## src/rtl/calc_op_sched.sv

```systemverilog
// Command sequencer for the calc_ops units: reads header + two operands from the input FIFO,
// starts the selected unit and pushes its one- or two-word result (or an error word) to the output FIFO.
module calc_op_sched #(
  parameter int                          RAH_PACKET_WIDTH = 48,
  parameter int                          NUM_UNITS        = 4,
  parameter int                          TIMEOUT_CYC      = 1024,
  parameter logic [RAH_PACKET_WIDTH-1:0] ERR_WORD         = 48'hEEEE_0000_0000
) (
  input  logic                                  clk,
  input  logic                                  rst,
  input  logic [RAH_PACKET_WIDTH-1:0]           rd_data,
  input  logic                                  rd_empty,
  output logic                                  rd_en,
  output logic [RAH_PACKET_WIDTH-1:0]           wr_data,
  input  logic                                  wr_full,
  output logic                                  wr_en,
  output logic [RAH_PACKET_WIDTH-1:0]           op_a,
  output logic [RAH_PACKET_WIDTH-1:0]           op_b,
  output logic [NUM_UNITS-1:0]                  unit_start,
  input  logic [NUM_UNITS-1:0]                  unit_done,
  input  logic [NUM_UNITS-1:0]                  unit_two,
  input  logic [NUM_UNITS*2*RAH_PACKET_WIDTH-1:0] unit_res,
  output logic                                  busy,
  output logic                                  err,
  output logic [1:0]                            err_code,
  output logic [15:0]                           cmd_count
);

  localparam int W  = RAH_PACKET_WIDTH;
  localparam int TW = $clog2(TIMEOUT_CYC);

  typedef enum logic [3:0] {
    IDLE, RD_HDR, RD_A, RD_B, START, WAIT, WR_HI, WR_LO, WR_ERR
  } state_t;

  state_t                 state_q, state_d;
  logic                   rd_en_q, rd_en_d;
  logic                   pend_q, pend_d;
  logic [7:0]             opcode_q, opcode_d;
  logic [W-1:0]           op_a_q, op_a_d;
  logic [W-1:0]           op_b_q, op_b_d;
  logic [TW-1:0]          timer_q, timer_d;
  logic [2*W-1:0]         res_q, res_d;
  logic [1:0]             code_q, code_d;
  logic [NUM_UNITS-1:0]   unit_start_q, unit_start_d;
  logic                   wr_en_q, wr_en_d;
  logic [W-1:0]           wr_data_q, wr_data_d;
  logic                   err_q, err_d;
  logic [1:0]             err_code_q, err_code_d;
  logic [15:0]            cmd_count_q, cmd_count_d;

  // Per-unit decode of the captured opcode; an opcode matching no unit is a bad opcode.
  logic [NUM_UNITS-1:0]   hit;
  logic [2*W-1:0]         res_slice [NUM_UNITS];
  logic [2*W-1:0]         res_sel;
  logic                   done_sel, two_sel;

  generate
    for (genvar gi = 0; gi < NUM_UNITS; gi++) begin : g_unit
      assign hit[gi]       = (opcode_q == 8'(gi));
      assign res_slice[gi] = unit_res[gi*2*W +: 2*W];
    end
  endgenerate

  always_comb begin
    res_sel = '0;
    for (int k = 0; k < NUM_UNITS; k++) begin
      res_sel = res_sel | (res_slice[k] & {(2*W){hit[k]}});
    end
  end

  assign done_sel = |(unit_done & hit);
  assign two_sel  = |(unit_two & hit);

  always_comb begin
    state_d      = state_q;
    rd_en_d      = 1'b0;
    pend_d       = 1'b0;
    opcode_d     = opcode_q;
    op_a_d       = op_a_q;
    op_b_d       = op_b_q;
    timer_d      = timer_q;
    res_d        = res_q;
    code_d       = code_q;
    unit_start_d = '0;
    wr_en_d      = 1'b0;
    wr_data_d    = wr_data_q;
    err_d        = 1'b0;
    err_code_d   = err_code_q;
    cmd_count_d  = cmd_count_q;

    case (state_q)
      IDLE: begin
        if (!rd_empty) begin
          rd_en_d = 1'b1;
          state_d = RD_HDR;
        end
      end
      RD_HDR, RD_A, RD_B: begin
        // rd_en cycle -> data cycle; empty is only trusted outside the pop cycle
        if (rd_en_q) begin
          pend_d = 1'b1;
        end else if (pend_q) begin
          case (state_q)
            RD_HDR: begin
              opcode_d = rd_data[W-1 -: 8];
              state_d  = RD_A;
              rd_en_d  = !rd_empty;
            end
            RD_A: begin
              op_a_d  = rd_data;
              state_d = RD_B;
              rd_en_d = !rd_empty;
            end
            default: begin
              op_b_d = rd_data;
              if (|hit) begin
                state_d = START;
              end else begin
                state_d = WR_ERR;
                code_d  = 2'd1;
              end
            end
          endcase
        end else begin
          rd_en_d = !rd_empty;
        end
      end
      START: begin
        timer_d = '0;
        state_d = WAIT;
      end
      WAIT: begin
        if (done_sel) begin
          res_d   = res_sel;
          state_d = two_sel ? WR_HI : WR_LO;
        end else if (timer_q == TW'(TIMEOUT_CYC - 1)) begin
          state_d = WR_ERR;
          code_d  = 2'd2;
        end else begin
          timer_d = timer_q + TW'(1);
        end
      end
      WR_HI: begin
        if (wr_en_q) state_d = WR_LO;
      end
      WR_LO, WR_ERR: begin
        if (wr_en_q) begin
          state_d     = IDLE;
          cmd_count_d = cmd_count_q + 16'd1;
        end
      end
      default: state_d = IDLE;
    endcase

    if (state_d == START) unit_start_d = hit;

    // A push is issued on entry to (or while stalled in) a write state, never right after a push.
    if (!wr_en_q && !wr_full &&
        (state_d == WR_HI || state_d == WR_LO || state_d == WR_ERR)) begin
      wr_en_d = 1'b1;
      case (state_d)
        WR_HI:   wr_data_d = res_d[2*W-1:W];
        WR_LO:   wr_data_d = res_d[W-1:0];
        default: begin
          wr_data_d  = ERR_WORD | W'(code_d);
          err_d      = 1'b1;
          err_code_d = code_d;
        end
      endcase
    end
  end

  always_ff @(posedge clk or posedge rst) begin
    if (rst) begin
      state_q      <= IDLE;
      rd_en_q      <= 1'b0;
      pend_q       <= 1'b0;
      opcode_q     <= '0;
      op_a_q       <= '0;
      op_b_q       <= '0;
      timer_q      <= '0;
      res_q        <= '0;
      code_q       <= '0;
      unit_start_q <= '0;
      wr_en_q      <= 1'b0;
      wr_data_q    <= '0;
      err_q        <= 1'b0;
      err_code_q   <= '0;
      cmd_count_q  <= '0;
    end else begin
      state_q      <= state_d;
      rd_en_q      <= rd_en_d;
      pend_q       <= pend_d;
      opcode_q     <= opcode_d;
      op_a_q       <= op_a_d;
      op_b_q       <= op_b_d;
      timer_q      <= timer_d;
      res_q        <= res_d;
      code_q       <= code_d;
      unit_start_q <= unit_start_d;
      wr_en_q      <= wr_en_d;
      wr_data_q    <= wr_data_d;
      err_q        <= err_d;
      err_code_q   <= err_code_d;
      cmd_count_q  <= cmd_count_d;
    end
  end

  assign rd_en      = rd_en_q;
  assign wr_en      = wr_en_q;
  assign wr_data    = wr_data_q;
  assign op_a       = op_a_q;
  assign op_b       = op_b_q;
  assign unit_start = unit_start_q;
  assign busy       = (state_q != IDLE);
  assign err        = err_q;
  assign err_code   = err_code_q;
  assign cmd_count  = cmd_count_q;

endmodule

```

## config.mk

```make
export PLATFORM = sky130hd
export DESIGN_NAME = calc_op_sched
export DESIGN_NICKNAME = d
export VERILOG_FILES = /design/src/rtl/calc_op_sched.sv
export SDC_FILE = /design/constraint.sdc
export NUM_CORES = 1
export LEC_CHECK = 0
export CAP_MARGIN = 40
export CORE_AREA = 2 2 240 242
export CTS_CLUSTER_DIAMETER = 40
export DETAILED_ROUTE_END_ITERATION = 8
export DIE_AREA = 0 0 242 244
export HOLD_SLACK_MARGIN = 0.05
export MAX_ROUTING_LAYER = met4
export PLACE_DENSITY = 0.56
export SETUP_SLACK_MARGIN = 0.02
export SLEW_MARGIN = 30
export SYNTH_ARGS = -nofsm -noshare
export SYNTH_HDL_FRONTEND = slang
export SYNTH_SLANG_ARGS = --single-unit
```

## constraint.sdc

```tcl
create_clock -name clk -period 27.9 [get_ports clk]
set_input_delay 5.58 -clock clk [delete_from_list [all_inputs] [get_ports clk]]
set_output_delay 5.58 -clock clk [all_outputs]
set_load 0.05 [all_outputs]
```

==> flow_summary.toml <==
[clocking]
cts_resized = 0
cts_num_sinks = 290
root_buffer = "clkbuf_16"
htreeDepth = 2
clock_latency_ns = 0.58
post_cts_buffers = 0
cts_tree = "built"
cts_hold_buf = 0
cts_buffers = 54
clk_pin_slew_ns = 0.05
cts_max_path_buffers = 3

[synthesis]
yosysWarnings = 0
ys_seq_area_share_pct = 50.95
synth_cell_types = 58
synth_area_leader_cell = "dfrtp_1"
synth-seq-cells = 290
syn_nets = 1677
synth.top_cells.by_area = "dfrtp_1, mux4_2, nand2_1"
synth_edf_count = 0
synth_top_area_share_pct = 50.95
synthArstFlopShare_pct = 100.0
synth_area_per_cell_um2 = 11.57
ys.flop_type = "dfrtp_1"
synthCells = 1231
syn_area_mm2 = 0.01424

[route]
drt.antenna.violating_nets = 0
viasPerCell = 4.719
vias = 12440
wl_per_cell_um = 22.13
drtPass1Iterations = 4
drt_iter0_markers = 595
drcViolationCount = 0
routed_wl_um = 58330

[grt]
grt_pass1_wl_um = 86590
antenna_found_initial = 2
grt_max_degree = 83
first_global_vias = 13362
grt.overflow.total = 0
grt_usage_pct = 19.91

[run_status]
status = "finished clean"

[setup_path]
r2r-start = "opcode_q[0]"
r2r_cells = 8
critPathMaxFanout = 25
cp-start-kind = "flip-flop"
reg2reg_slack_ns = 24.37
cp_data_arrival_time_ns = 2.56
worstPathRequired_ns = 22.32
reg2reg_to = "wr_data[1]"
end_kind = "primary output"
critical_path_class = "reg2out"

[power_and_ir_drop]
vdd_ir_drop_max_mv = 0.07438
p_per_area_mw_per_mm2 = 100.2
power_leakage_nw = 10.06

[timing]
hold_violations = 0
finalCritPeriodShare_pct = 29.18
skew_ns = 0.02373
fin_setup_tns_ns = 0
max_freq_ghz = 0.1228
setup_viol = 0
grt_setup_unrepaired = "false"
worstMarginPinSlew_ns = 0.7908
relSlewSlack_pct = 47.28
slew_viol_final = 0
min_period_ns = 8.141

[min_path]
hp-start = "res_q[39]"
whs_path_depth = 2
holdPathEnd = "res_q[39]"
hp-class = "reg2reg"

[floorplan]
start_util_pct = 25.36
ios = 614
dieArea_mm2 = 0.05905
core_area_mm2 = 0.05617
die-height_um = 244
die-width_um = 242
std_cell_rows = 87

[cells_and_area]
nets = 2279
syn2layout_area_growth_pct = 62.72
finish.utilization_pct = 41.26
drive_above_1_share_pct = 17.78

[placed_design]
globalplace.congestion = 0.9469
hpwl_um = 43580
portBuffers = 613

[run]
cap_violations = 0
## worst max-delay path, cell delays in order, from the launching register on
cell,delay (ns)
dfrtp_1,0.65
or4_1,0.60
clkdlybuf4s50_1,0.73
## report_power, final
group / switching (mW) / leakage [nW] / total [mW] / internal [mW]
Clock: 0.254 / 0.920 / 0.678 / 0.424
Sequential: 0.0927 / 3.73 / 0.609 / 0.516
Combinational: 0.605 / 5.40 / 1.03 / 0.430
Total: 0.952 / 10.1 / 2.32 / 1.37
## placed cells by master (no fill, tap or decap), types with 3 or more instances in the layout
cell	count
clkdlybuf4s50_1	613
nand2_1	356
dfrtp_1	288
nand3_1	106
mux4_2	98
mux2_2	96
clkbuf_16	57
a22o_1	34
nor2_1	19
xnor2_1	17
buf_4	15
inv_6	13
a21oi_1	11
inv_8	10
o21ai_0	8
mux2i_1	8
nor3_1	8
o22a_1	8
clkinv_4	7
inv_1	6
nor4_1	5
and3_1	5
xor2_1	5
a2bb2oi_1	5
clkinvlp_4	5
and2_1	4
bufinv_16	4
buf_16	4
nand3b_1	3
nor2b_1	3
mux2_1	3
clkbuf_1	3
## kinds of logic after synthesis
group           count (synthesis)  share of synthesized area [%]
fa+ha+maj                       2                         0.1757
simple gates                  532                          16.24
buf+inv                        98                          2.802
mux                           205                          23.89
xor+xnor                       22                          1.353
flops                         290                          50.95
compound gates                 82                          4.586
## sequential cells by signal (all words and copies together), names as in the netlist
signal / flops
res_q: 96
op_a: 48
op_b: 48
wr_data: 48
cmd_count: 16
timer_q: 10
opcode_q: 8
state_q: 4
unit_start: 4
code_q: 2
err_code: 2
err: 1
pend_q: 1
rd_en: 1
wr_en: 1
## worst max path at each step
stage | start | endpoint | slack [ns] | depth (start not counted)
2_1_floorplan | rst | cmd_count[0] | 14.31 | 1
4_1_cts | state_q[1] | busy | 19.72 | 2
3_5_place_dp | unit_done[3] | wr_data[39] | 19.27 | 9
5_1_grt | state_q[1] | busy | 19.68 | 2
6_report | state_q[1] | busy | 19.76 | 2
3_3_place_gp | unit_done[3] | wr_data[47] | 19.26 | 7
## layer usage
layer,share of wire (%),global-route usage (%),vias up,routed length [um]
met2,50,33.39,486,29110
met3,6.9,4.917,72,4021
met4,2.2,5.338,0,1306
met5,0,-,-,0
met1,41,23.94,6259,23890
li1,-,-,5623,-
## cell type report
type | instances | area (um^2)
fillers | 5439 | 32990
flip-flops and latches | 290 | 7264
multi-input cells | 843 | 6603
repair buffers | 636 | 6424
clock buffers | 61 | 1451
well taps | 756 | 945.9
clock inverters | 40 | 444.2
inverters | 8 | 37.54
diodes | 2 | 5.005
## stage by stage
step	std cells	hold WS, ns	setup WS, ns	cell area, um^2	power (mW)
after floorplan	1231	0.4277	14.31	14240	1.261
after global placement	2525	0.4408	19.26	21100	1.651
after detailed placement	2531	0.4476	19.27	21220	1.663
after CTS	2632	0.4605	19.72	23110	2.359
after global routing	2636	0.4768	19.68	23170	2.431
final	2636	0.4580	19.76	23170	2.322
## cell usage after synthesis (5+ instances only)
library cell  number
o21ai_0            8
xor2_1             5
dfrtp_1          290
clkbuf_1          64
nand2_1          356
buf_2             13
xnor2_1           17
inv_1              7
buf_1             11
and2_1             5
a21oi_1           11
nand3_1          107
mux4_2            98
mux2i_1            8
mux2_2            96
nor4_1             5
nor3_1             9
o22a_1             8
and3_1             6
a22o_1            34
nor2_1            19
a2bb2oi_1          5
Power figures use the tool's default switching activity.
